--- src/rtl/program_loader.sv ---
// Serial boot loader: receives a length-prefixed, checksummed byte image and
// writes it word by word into instruction memory.
module program_loader #(
  parameter int ADDR_W = 10
) (
  input  logic              clk,
  input  logic              reset_n,
  input  logic              start,
  input  logic [7:0]        rx_data,
  input  logic              rx_valid,
  output logic              rx_ready,
  output logic              mem_we,
  output logic [ADDR_W-1:0] mem_addr,
  output logic [31:0]       mem_wdata,
  output logic              load_done,
  output logic              load_error,
  output logic [ADDR_W:0]   word_count
);

  localparam int          MAX_WORDS = 1 << ADDR_W;
  localparam logic [16:0] MAX_LEN   = 17'(MAX_WORDS);

  typedef enum logic [2:0] {IDLE, LEN0, LEN1, DATA, CSUM, DONE, ERROR} state_t;

  state_t      state, state_nx;
  logic [7:0]  len_lo;
  logic [15:0] len;
  logic [15:0] len_in;
  logic [1:0]  byte_idx;
  logic [23:0] word_buf;
  logic [7:0]  sum;
  logic        accept, kick, last_word;

  assign accept    = rx_valid && rx_ready;
  assign kick      = start && (state == IDLE || state == DONE || state == ERROR);
  assign len_in    = {rx_data, len_lo};
  assign last_word = (32'(word_count) + 32'd1) == 32'(len);

  always_ff @(posedge clk) begin
    if (!reset_n) state <= IDLE;
    else          state <= state_nx;
  end

  always_comb begin
    state_nx = state;
    rx_ready = 1'b0;
    case (state)
      IDLE, DONE, ERROR: if (start) state_nx = LEN0;
      LEN0: begin
        rx_ready = 1'b1;
        if (accept) state_nx = LEN1;
      end
      LEN1: begin
        rx_ready = 1'b1;
        if (accept) begin
          if ({1'b0, len_in} > MAX_LEN) state_nx = ERROR;
          else if (len_in == 16'd0)     state_nx = CSUM;
          else                          state_nx = DATA;
        end
      end
      DATA: begin
        rx_ready = 1'b1;
        if (accept && byte_idx == 2'd3 && last_word) state_nx = CSUM;
      end
      CSUM: begin
        rx_ready = 1'b1;
        if (accept) state_nx = (rx_data == sum) ? DONE : ERROR;
      end
      default: state_nx = IDLE;
    endcase
  end

  always_ff @(posedge clk) begin
    if (!reset_n) begin
      len_lo     <= '0;
      len        <= '0;
      byte_idx   <= '0;
      word_buf   <= '0;
      sum        <= '0;
      mem_we     <= 1'b0;
      mem_addr   <= '0;
      mem_wdata  <= '0;
      load_done  <= 1'b0;
      load_error <= 1'b0;
      word_count <= '0;
    end else begin
      mem_we <= 1'b0;
      if (kick) begin
        load_done  <= 1'b0;
        load_error <= 1'b0;
        word_count <= '0;
        byte_idx   <= '0;
        sum        <= '0;
        mem_addr   <= '0;
      end
      if (accept) begin
        case (state)
          LEN0: len_lo <= rx_data;
          LEN1: begin
            len <= len_in;
            if ({1'b0, len_in} > MAX_LEN) load_error <= 1'b1;
          end
          DATA: begin
            sum      <= sum + rx_data;
            byte_idx <= byte_idx + 2'd1;
            case (byte_idx)
              2'd0: word_buf[7:0]   <= rx_data;
              2'd1: word_buf[15:8]  <= rx_data;
              2'd2: word_buf[23:16] <= rx_data;
              default: begin
                // word index doubles as the write address
                mem_we     <= 1'b1;
                mem_addr   <= word_count[ADDR_W-1:0];
                mem_wdata  <= {rx_data, word_buf};
                word_count <= word_count + 1'b1;
              end
            endcase
          end
          CSUM: begin
            load_done  <= (rx_data == sum);
            load_error <= (rx_data != sum);
          end
          default: ;
        endcase
      end
    end
  end

endmodule

--- config.mk ---
export PLATFORM = sky130hd
export DESIGN_NAME = program_loader
export DESIGN_NICKNAME = d
export VERILOG_FILES = /design/src/rtl/program_loader.sv
export SDC_FILE = /design/constraint.sdc
export NUM_CORES = 1
export LEC_CHECK = 0
export CAP_MARGIN = 20
export CORE_MARGIN = 3
export CORE_UTILIZATION = 55
export DETAILED_ROUTE_END_ITERATION = 16
export PLACE_DENSITY = 0.91
export SYNTH_ARGS = -nofsm -noshare
export SYNTH_HDL_FRONTEND = slang
export SYNTH_SLANG_ARGS = --single-unit
--- constraint.sdc ---
create_clock -name clk -period 2.9 [get_ports clk]
set_input_delay 0.29 -clock clk [delete_from_list [all_inputs] [get_ports clk]]
set_output_delay 0.29 -clock clk [all_outputs]
set_load 0.01 [all_outputs]
-- After elaboration in Yosys (flattened, before gate mapping)
Index checks and enable logic that the tools add are counted.
- register bits: 117
- bits in latches: 0
- memory bits (writable): 0
- ROM bits: 0
- input port bits: 12
- output and inout port bits: 57
- memories: 0
- add/sub/neg operators: 4
- multiply operators: 0
- divide/modulo/power cells: 0
- $lt $le $gt $ge: 1
- eq/ne operators: 17
- shifts and indexed selects: 0
- mux-type cells: 32
- bitwise logic cells: 1
- reductions and logical operators: 20
- operator list (operator ; number):
    $mux 11 ; 4
    $mux 10 ; 4
    $mux 8 ; 3
    $mux 3 ; 7
    $eq 12x16->1 ; 1
    $gt 16x11->1 const B ; 1
    $logic_not 16->1 ; 1
    $pmux 3 s5 ; 1
    $reduce_and 3->1 ; 5
    $add 11x1->12 const B ; 1
    $add 11x1->11 const B ; 1
    $ne 2x2->1 const B ; 5
    $eq 3x3->1 const B ; 3
    $add 8x8->8 ; 1
    $eq 8x8->1 ; 1
    $mux 1 ; 8
    $mux 2 ; 4
    $ne 8x8->1 ; 1
    $eq 3x2->1 const B ; 2
    $reduce_or 3->1 ; 2
    $reduce_and 5->1 ; 1
    $eq 2x2->1 const B ; 2
    $logic_and 1x1->1 ; 4
    $reduce_and 2->1 ; 2
    other kinds (9) ; 10

-- Depth between registers and ports, before layout
Gate-level depths: netlist of the first run.
- word-level depth: 8
- gate-level depth with buffers: 9
- depth with buffers taken out: 9

-- Least setup slack after synthesis of the first run
No wires, ideal clock.
- path kind: register to register
- start: reg word_count[0]
- end: reg state[2]
- library setup time: 122 ps
- arrival time: 2228 ps
- slack: 551 ps
- cell stages (with the launch flop): 9
- clock period less this slack: 2349 ps
- path through: dfxtp_1 > ha_1 > buf_2 > nand3_2 > or3_1 > a221oi_1 > and4_1 > a31oi_1 > o311a_1
- word-level cells in the longest chain between the ends: 5
- RTL lines (element ; RTL line ; text):
    start: declaration ; 17 ; output logic [ADDR_W:0] word_count
    start signal: assignment ; 115 ; word_count <= word_count + 1'b1;
    $add 11x1->12 ; 37 ; assign last_word = (32'(word_count) + 32'd1) == 32'(len);
    $eq 12x16->1 ; 37 ;
    $logic_and 1x1->1 ; 63 ; if (accept && byte_idx == 2'd3 && last_word) state_nx = CSUM;
    $ne 2x2->1 (no line) ; -- ;
    $reduce_and 5->1 (no line) ; -- ;
    end signal: assignment ; 41 ; else state <= state_nx;
    end: declaration ; 25 ; state_t state, state_nx;
Every way passes these cells.
A chain may end at the register's enable or synchronous reset.

-- Final worst setup path of the first run
Same ends and word-level chain as after synthesis.

==> flow_metrics.env, run 1 <==
export IMPL_ios=69
export IMPL_worst_pin_slew_ps=887
export IMPL_postCtsHoldBufs=0
export IMPL_worstSkewPairLatency_ps=530
export IMPL_finalSetupTns_ps=0
export IMPL_dpl_cell_area_um2=6060
export IMPL_hpwl_um=9600
export IMPL_cts_buffers=17
export IMPL_cp_data_arrival_time_ps=3090
export IMPL_drt_iter0_markers=393
export IMPL_grt_max_degree=40
export IMPL_swShare_pct=30.0
export IMPL_design_area_um2=6630
export IMPL_drive_above_1_share_pct=8.50
export IMPL_status="complete, no violations"
export IMPL_root_buffer="clkbuf_8"
export IMPL_end_kind="flop"
export IMPL_place_inst=827
export IMPL_ys_ff_latch=117
export IMPL_p_int_mw=3.21
export IMPL_grt_pass1_vias=5046
export IMPL_ys_top_cells_by_area="dfxtp_1 44%, nand2_1 11%, a21oi_1 9.1%"
export IMPL_irDropWorstVdd_mv=0.482
export IMPL_reg2regPathDepth=7
export IMPL_path_max_fanout=8
export IMPL_start_util_pct=56.9
export IMPL_yosysSeqAreaShare_pct=44.3
export IMPL_num_rows=35
export IMPL_die_y_um=104
export IMPL_wl_per_cell_um=17.4
export IMPL_clkTransAtPathRegs_ps=60
export IMPL_synth_top_cell_area_share_pct=44.3
export IMPL_pwr_share_comb_pct=16.8
export IMPL_antenna_found_initial=0
export IMPL_portBuffers=68
export IMPL_crit_type="flop to flop"
export IMPL_min_path_type="flop to flop"
export IMPL_postCtsSetupBuffers=0
export IMPL_power_switching_mw=1.37
export IMPL_synthFlopType="dfxtp_1"
export IMPL_syn_num_nets=689
export IMPL_leakage_nw=2.36
export IMPL_worst_slack_ps=221
export IMPL_grt_overflow=0
export IMPL_period_minus_slack_ps=2680
export IMPL_post_place_ws_ps=194
export IMPL_grt_pass1_wl_um=24500
export IMPL_slew_viol_final=0
export IMPL_vias=5146
export IMPL_r2r_end="state[2]"
export IMPL_drv_cap=0
export IMPL_hold_path_depth=2
export IMPL_synth_avg_cell_area_um2=7.97
export IMPL_yosys_warnings=0
export IMPL_fp_dieW_um=104
export IMPL_hp_start="mem_wdata[20]"
export IMPL_setup_viol=0
export IMPL_reg2reg_slack_ps=220
export IMPL_drt_total_wl_um=15000
export IMPL_cts_resized_gates=0
export IMPL_max_slew_margin_pct=40.8
export IMPL_ys_async_sr_fraction_pct=0
export IMPL_htree_num_levels=4
export IMPL_clockPowerShare_pct=44.3
export IMPL_antenna_left=0
export IMPL_syn_area_um2=5280
export IMPL_cellPowerDensity_nw_per_um2=693
export IMPL_start_kind="flop"
export IMPL_area_growth_pct=25.4
export IMPL_core_area_um2=9280
export IMPL_cp_required_ps=3310
export IMPL_cts_path_max_buffers=2
export IMPL_hold_viol=0
export IMPL_finish_utilization_pct=71.4
export IMPL_max_freq_ghz=0.373
export IMPL_r2r_start="word_count[0]"
export IMPL_min_to="mem_wdata[20]"
export IMPL_synth_edf_count=0
export IMPL_drtPass1Iterations=5
export IMPL_syn_inst=663
export IMPL_fin_skew_ps=14.0
export IMPL_seqPwrFrac_pct=38.9
export IMPL_layout_nets=743
export IMPL_dieArea_um2=10800
export IMPL_rsz0062_at_grt="false"
export IMPL_cts_sinks=117
export IMPL_fin_crit_sh_pct=92.4
export IMPL_instances_no_fill=858
export IMPL_cts_tree="done"
export IMPL_place_gp_congestion=0.956
export IMPL_synth_top_cell_by_area="dfxtp_1"
export IMPL_track_usage_pct=27.8
export IMPL_via_per_inst=6.00
export IMPL_synth_cell_types=61
export IMPL_antenna_cells=0
export IMPL_drc=0
-- power groups by stage --
stage	clock [mW]	combinational, mW	sequential (mW)
after global routing	2.11	0.833	1.79
final	2.03	0.772	1.79
after CTS	2.03	0.756	1.78
after global placement	0	0.702	1.80
after detailed placement	0	0.739	1.81
after floorplan	0	0.602	1.73
-- critical path: stages, from the launching register on --
cell      delay (ps)
dfxtp_1          500
ha_1             380
nand3_2          160
or3_1            390
a221oi_1         280
and4_1           280
a31oi_1          170
o311a_1          400
-- stage by stage --
| stage | hold slack, ps | total power, mW |
|---|---|---|
| 5_1_grt | 476 | 4.74 |
| 6_report | 452 | 4.59 |
| 3_3_place_gp | 440 | 2.51 |
| 3_5_place_dp | 446 | 2.55 |
| 2_1_floorplan | 426 | 2.33 |
| 4_1_cts | 453 | 4.56 |
-- flip-flops by register name, summed over array words and instances (netlist names) --
signal	flops
load_done	1
mem_wdata	32
state	3
mem_addr	10
word_buf	24
byte_idx	2
load_error	1
len	16
mem_we	1
len_lo	8
sum	8
word_count	11
-- worst max-delay path by stage --
stage / start / endpoint / slack [ps]
after global placement: rx_data[6] / state[1] / 240
after global routing: word_count[0] / state[2] / 80
final: word_count[0] / state[2] / 220
after CTS: word_count[0] / state[2] / 260
after detailed placement: rx_data[6] / state[1] / 190
after floorplan: word_count[0] / state[2] / 550
-- logic make-up (layout without fill, tap and decap cells) --
kind of cell	count (synthesis)	after routing	synth area share, %
compound gates	173	173	19.7
xor+xnor	20	20	3.32
fa+ha+maj	14	14	3.46
buf+inv	65	131	5.00
flops	117	117	44.3
mux	6	6	1.16
simple gates	268	268	23.0
-- cell usage in the layout, fill, tap and decap left out, types with 3 or more instances in the layout --
| cell type | netlist | final |
|---|---|---|
| nand2_1 | 158 | 158 |
| clkbuf_16 | 0 | 16 |
| nand4_1 | 5 | 5 |
| dfxtp_1 | 117 | 117 |
| inv_6 | 0 | 5 |
| xnor2_1 | 10 | 10 |
| ha_1 | 13 | 13 |
| o31ai_1 | 4 | 4 |
| clkdlybuf4s50_1 | 0 | 68 |
| buf_4 | 1 | 17 |
| nor2_1 | 30 | 30 |
| a22o_1 | 10 | 10 |
| a31oi_1 | 5 | 5 |
| or3_1 | 5 | 5 |
| xor2_1 | 10 | 10 |
| a211oi_1 | 3 | 3 |
| and2_1 | 3 | 3 |
| nand2b_1 | 4 | 4 |
| mux2i_1 | 5 | 5 |
| clkinv_2 | 0 | 3 |
| nor3_1 | 8 | 8 |
| a21oi_1 | 96 | 96 |
| o211ai_1 | 3 | 3 |
| o21ai_0 | 19 | 19 |
| or4_1 | 5 | 5 |
| nor2b_1 | 3 | 3 |
| inv_1 | 12 | 12 |
| a21o_1 | 5 | 5 |
| nand3_1 | 28 | 28 |
| o21a_1 | 3 | 3 |
| a22oi_1 | 9 | 9 |
-- layer usage --
metal,vias to the layer above,part of all wire [%],GRT usage [%],wire [um]
met2,287,49,47.0,7340
met3,63,8.2,6.64,1230
met4,0,3.4,14.9,504
met5,-,0,0,0
li1,2397,-,-,-
met1,2399,39,32.7,5890
-- cell type report --
class / count / area (um2)
flip-flops and latches: 117 / 2340
multi-input cells: 481 / 2680
clock buffers: 17 / 414
inverters: 14 / 52.6
fillers: 677 / 2660
well taps: 129 / 161
repair buffers: 86 / 828
clock inverters: 14 / 151
-- cells in the mapped netlist (all sizes together), types with 8 or more instances --
master / n
ha: 13
nand2: 158
nor3: 8
xor2: 10
xnor2: 10
dfxtp: 117
nand3: 30
a21oi: 98
o21ai: 19
a22oi: 9
a22o: 10
inv: 13
clkbuf: 41
nor2: 30
buf: 10
Note: power is estimated with default switching activity, not from simulation.
==> run 2, diff against run 1 <==
--- a/config.mk
+++ b/config.mk
@@ -5,10 +5,12 @@
 export SDC_FILE = /design/constraint.sdc
 export NUM_CORES = 1
 export LEC_CHECK = 0
+export ABC_AREA = 0
 export CAP_MARGIN = 20
 export CORE_MARGIN = 3
 export CORE_UTILIZATION = 55
 export DETAILED_ROUTE_END_ITERATION = 16
+export GPL_ROUTABILITY_DRIVEN = 0
 export PLACE_DENSITY = 0.91
 export SYNTH_ARGS = -nofsm -noshare
 export SYNTH_HDL_FRONTEND = slang
==> flow_metrics.env, run 2 (synthesis gave the netlist of run 1 again) <==
export IMPL_hold_path_depth=2
export IMPL_portBuffers=68
export IMPL_slew_viol_final=0
export IMPL_cp_data_arrival_time_ps=3080
export IMPL_cts_sinks=117
export IMPL_finish_utilization_pct=71.0
export IMPL_reg2reg_slack_ps=260
export IMPL_wl_per_cell_um=18.0
export IMPL_cts_resized_gates=0
export IMPL_regArea_um2=2340
export IMPL_antenna_found_initial=0
export IMPL_fillers=638
export IMPL_min_path_type="flop to flop"
export IMPL_layout_nets=741
export IMPL_routedLengthMet1_um=5680
export IMPL_critPathMaxStageDelay_ps=640
export IMPL_area_growth_pct=24.7
export IMPL_end_kind="flop"
export IMPL_start_kind="flop"
export IMPL_wl_met3_um=1350
export IMPL_cp_cell_sequence="clkinv_1 -> mux2_2 -> a21oi_2 -> and2_0 -> o21ai_0 -> o31ai_1"
export IMPL_cts_buffers=17
export IMPL_period_minus_slack_ps=2640
export IMPL_grt_overflow=0
export IMPL_num_rows=35
export IMPL_reg_largest_list="mem_wdata: 32 flops, word_buf: 24 flops, len: 16 flops"
export IMPL_core_area_um2=9280
export IMPL_fin_crit_sh_pct=91.1
export IMPL_met2_length_um=7580
export IMPL_irDropWorstVdd_mv=0.512
export IMPL_htree_num_levels=4
export IMPL_leakage_nw=2.33
export IMPL_fin_skew_ps=8.44
export IMPL_ios=69
export IMPL_cpMaxStageDelayCell="and2_0"
export IMPL_final_common_cell="nand2_1"
export IMPL_via_per_inst=6.18
export IMPL_multiInputGateArea_um2=2680
export IMPL_cellPowerDensity_nw_per_um2=681
export IMPL_fp_dieW_um=104
export IMPL_vias=5291
export IMPL_path_max_fanout=16
export IMPL_max_freq_ghz=0.379
export IMPL_die_y_um=104
export IMPL_top_layer_used="met4"
export IMPL_cts_tree="done"
export IMPL_crit_type="flop to flop"
export IMPL_max_slew_margin_pct=42.0
export IMPL_hpwl_um=9560
export IMPL_grt_pass1_vias=5268
export IMPL_rsz0062_at_grt="false"
export IMPL_drv_cap=0
export IMPL_worst_pin_slew_ps=869
export IMPL_holdWs_ps=452
export IMPL_drc=0
export IMPL_grt_max_degree=84
export IMPL_postCtsHoldBufs=0
export IMPL_track_usage_pct=28.5
export IMPL_dieArea_um2=10800
export IMPL_postCtsSetupBuffers=0
export IMPL_drtPass1Iterations=7
export IMPL_start_util_pct=56.9
export IMPL_top_register="mem_wdata"
export IMPL_final_cell_mix="158 x nand2_1, 117 x dfxtp_1, 96 x a21oi_1, 68 x clkdlybuf4s50_1, 30 x nor2_1"
export IMPL_root_buffer="clkbuf_8"
export IMPL_cts_path_max_buffers=2
export IMPL_grt_pass1_wl_um=25300
export IMPL_reg2regPathDepth=6
export IMPL_worstSkewPairLatency_ps=530
export IMPL_drt_total_wl_um=15400
export IMPL_setup_viol=0
export IMPL_hold_viol=0
export IMPL_antenna_cells=0
export IMPL_drive_above_1_share_pct=8.25
export IMPL_clkTransAtPathRegs_ps=60
export IMPL_cp_required_ps=3340
export IMPL_status="complete, no violations"
export IMPL_antenna_left=0
export IMPL_finalSetupTns_ps=0
export IMPL_largest_register_ffs=32
export IMPL_drt_iter0_markers=530
[run 2: cell count changes in the layout (fill, tap and decap cells not counted), sizes merged]
| cell | previous run | this run |
|---|---|---|
| clkinv | 6 | 7 |
| bufinv | 2 | 1 |
| inv | 18 | 17 |
| buf | 18 | 16 |
| clkinvlp | 2 | 3 |
[run 2: final timing paths]
path | to | startpoint
max | word_count[4] | state[0]
min | mem_wdata[17] | mem_wdata[17]
max reg2reg | word_count[4] | state[0]
min reg2reg | mem_wdata[17] | mem_wdata[17]
[run 2: critical path: cells and delay by family, from the launching register on]
| family | cells | cell delay, ps |
|---|---|---|
| buf+inv | 1 | 390 |
| flops | 1 | 630 |
| compound gates | 3 | 530 |
| mux | 1 | 370 |
| simple gates | 1 | 640 |
[run 2: per-stage QoR]
| step | power [mW] | setup slack (ps) | instance area (um2) | instances |
|---|---|---|---|---|
| 2_1_floorplan | 2.33 | 551 | 5280 | 663 |
| 3_3_place_gp | 2.50 | 196 | 6040 | 825 |
| 3_5_place_dp | 2.54 | 180 | 6040 | 825 |
| 4_1_cts | 4.46 | 330 | 6590 | 856 |
| 5_1_grt | 4.61 | 63.0 | 6590 | 856 |
| 6_report | 4.49 | 259 | 6590 | 856 |
[run 2: per-layer routing]
layer  vias up  GRT usage, %
met2       331          49.0
met4         0          17.9
met5         -             0
met1      2475          31.3
met3        95          7.20
li1       2390             -
[run 2: layout make-up]
| type | instances | share of cell area [%] |
|---|---|---|
| clock inverter | 14 | 1.96 |
| sequential | 117 | 35.6 |
| inverter | 14 | 0.798 |
| clock buffer | 17 | 6.29 |
| multi-input combinational | 481 | 40.6 |
| timing repair buffer | 84 | 12.3 |
| tap | 129 | 2.45 |
[run 2: where the power goes]
part	switching, mW	total (mW)	internal [mW]
registers	0.117	1.78	1.67
clock network	0.790	1.93	1.14
logic	0.453	0.773	0.320
total	1.36	4.49	3.13
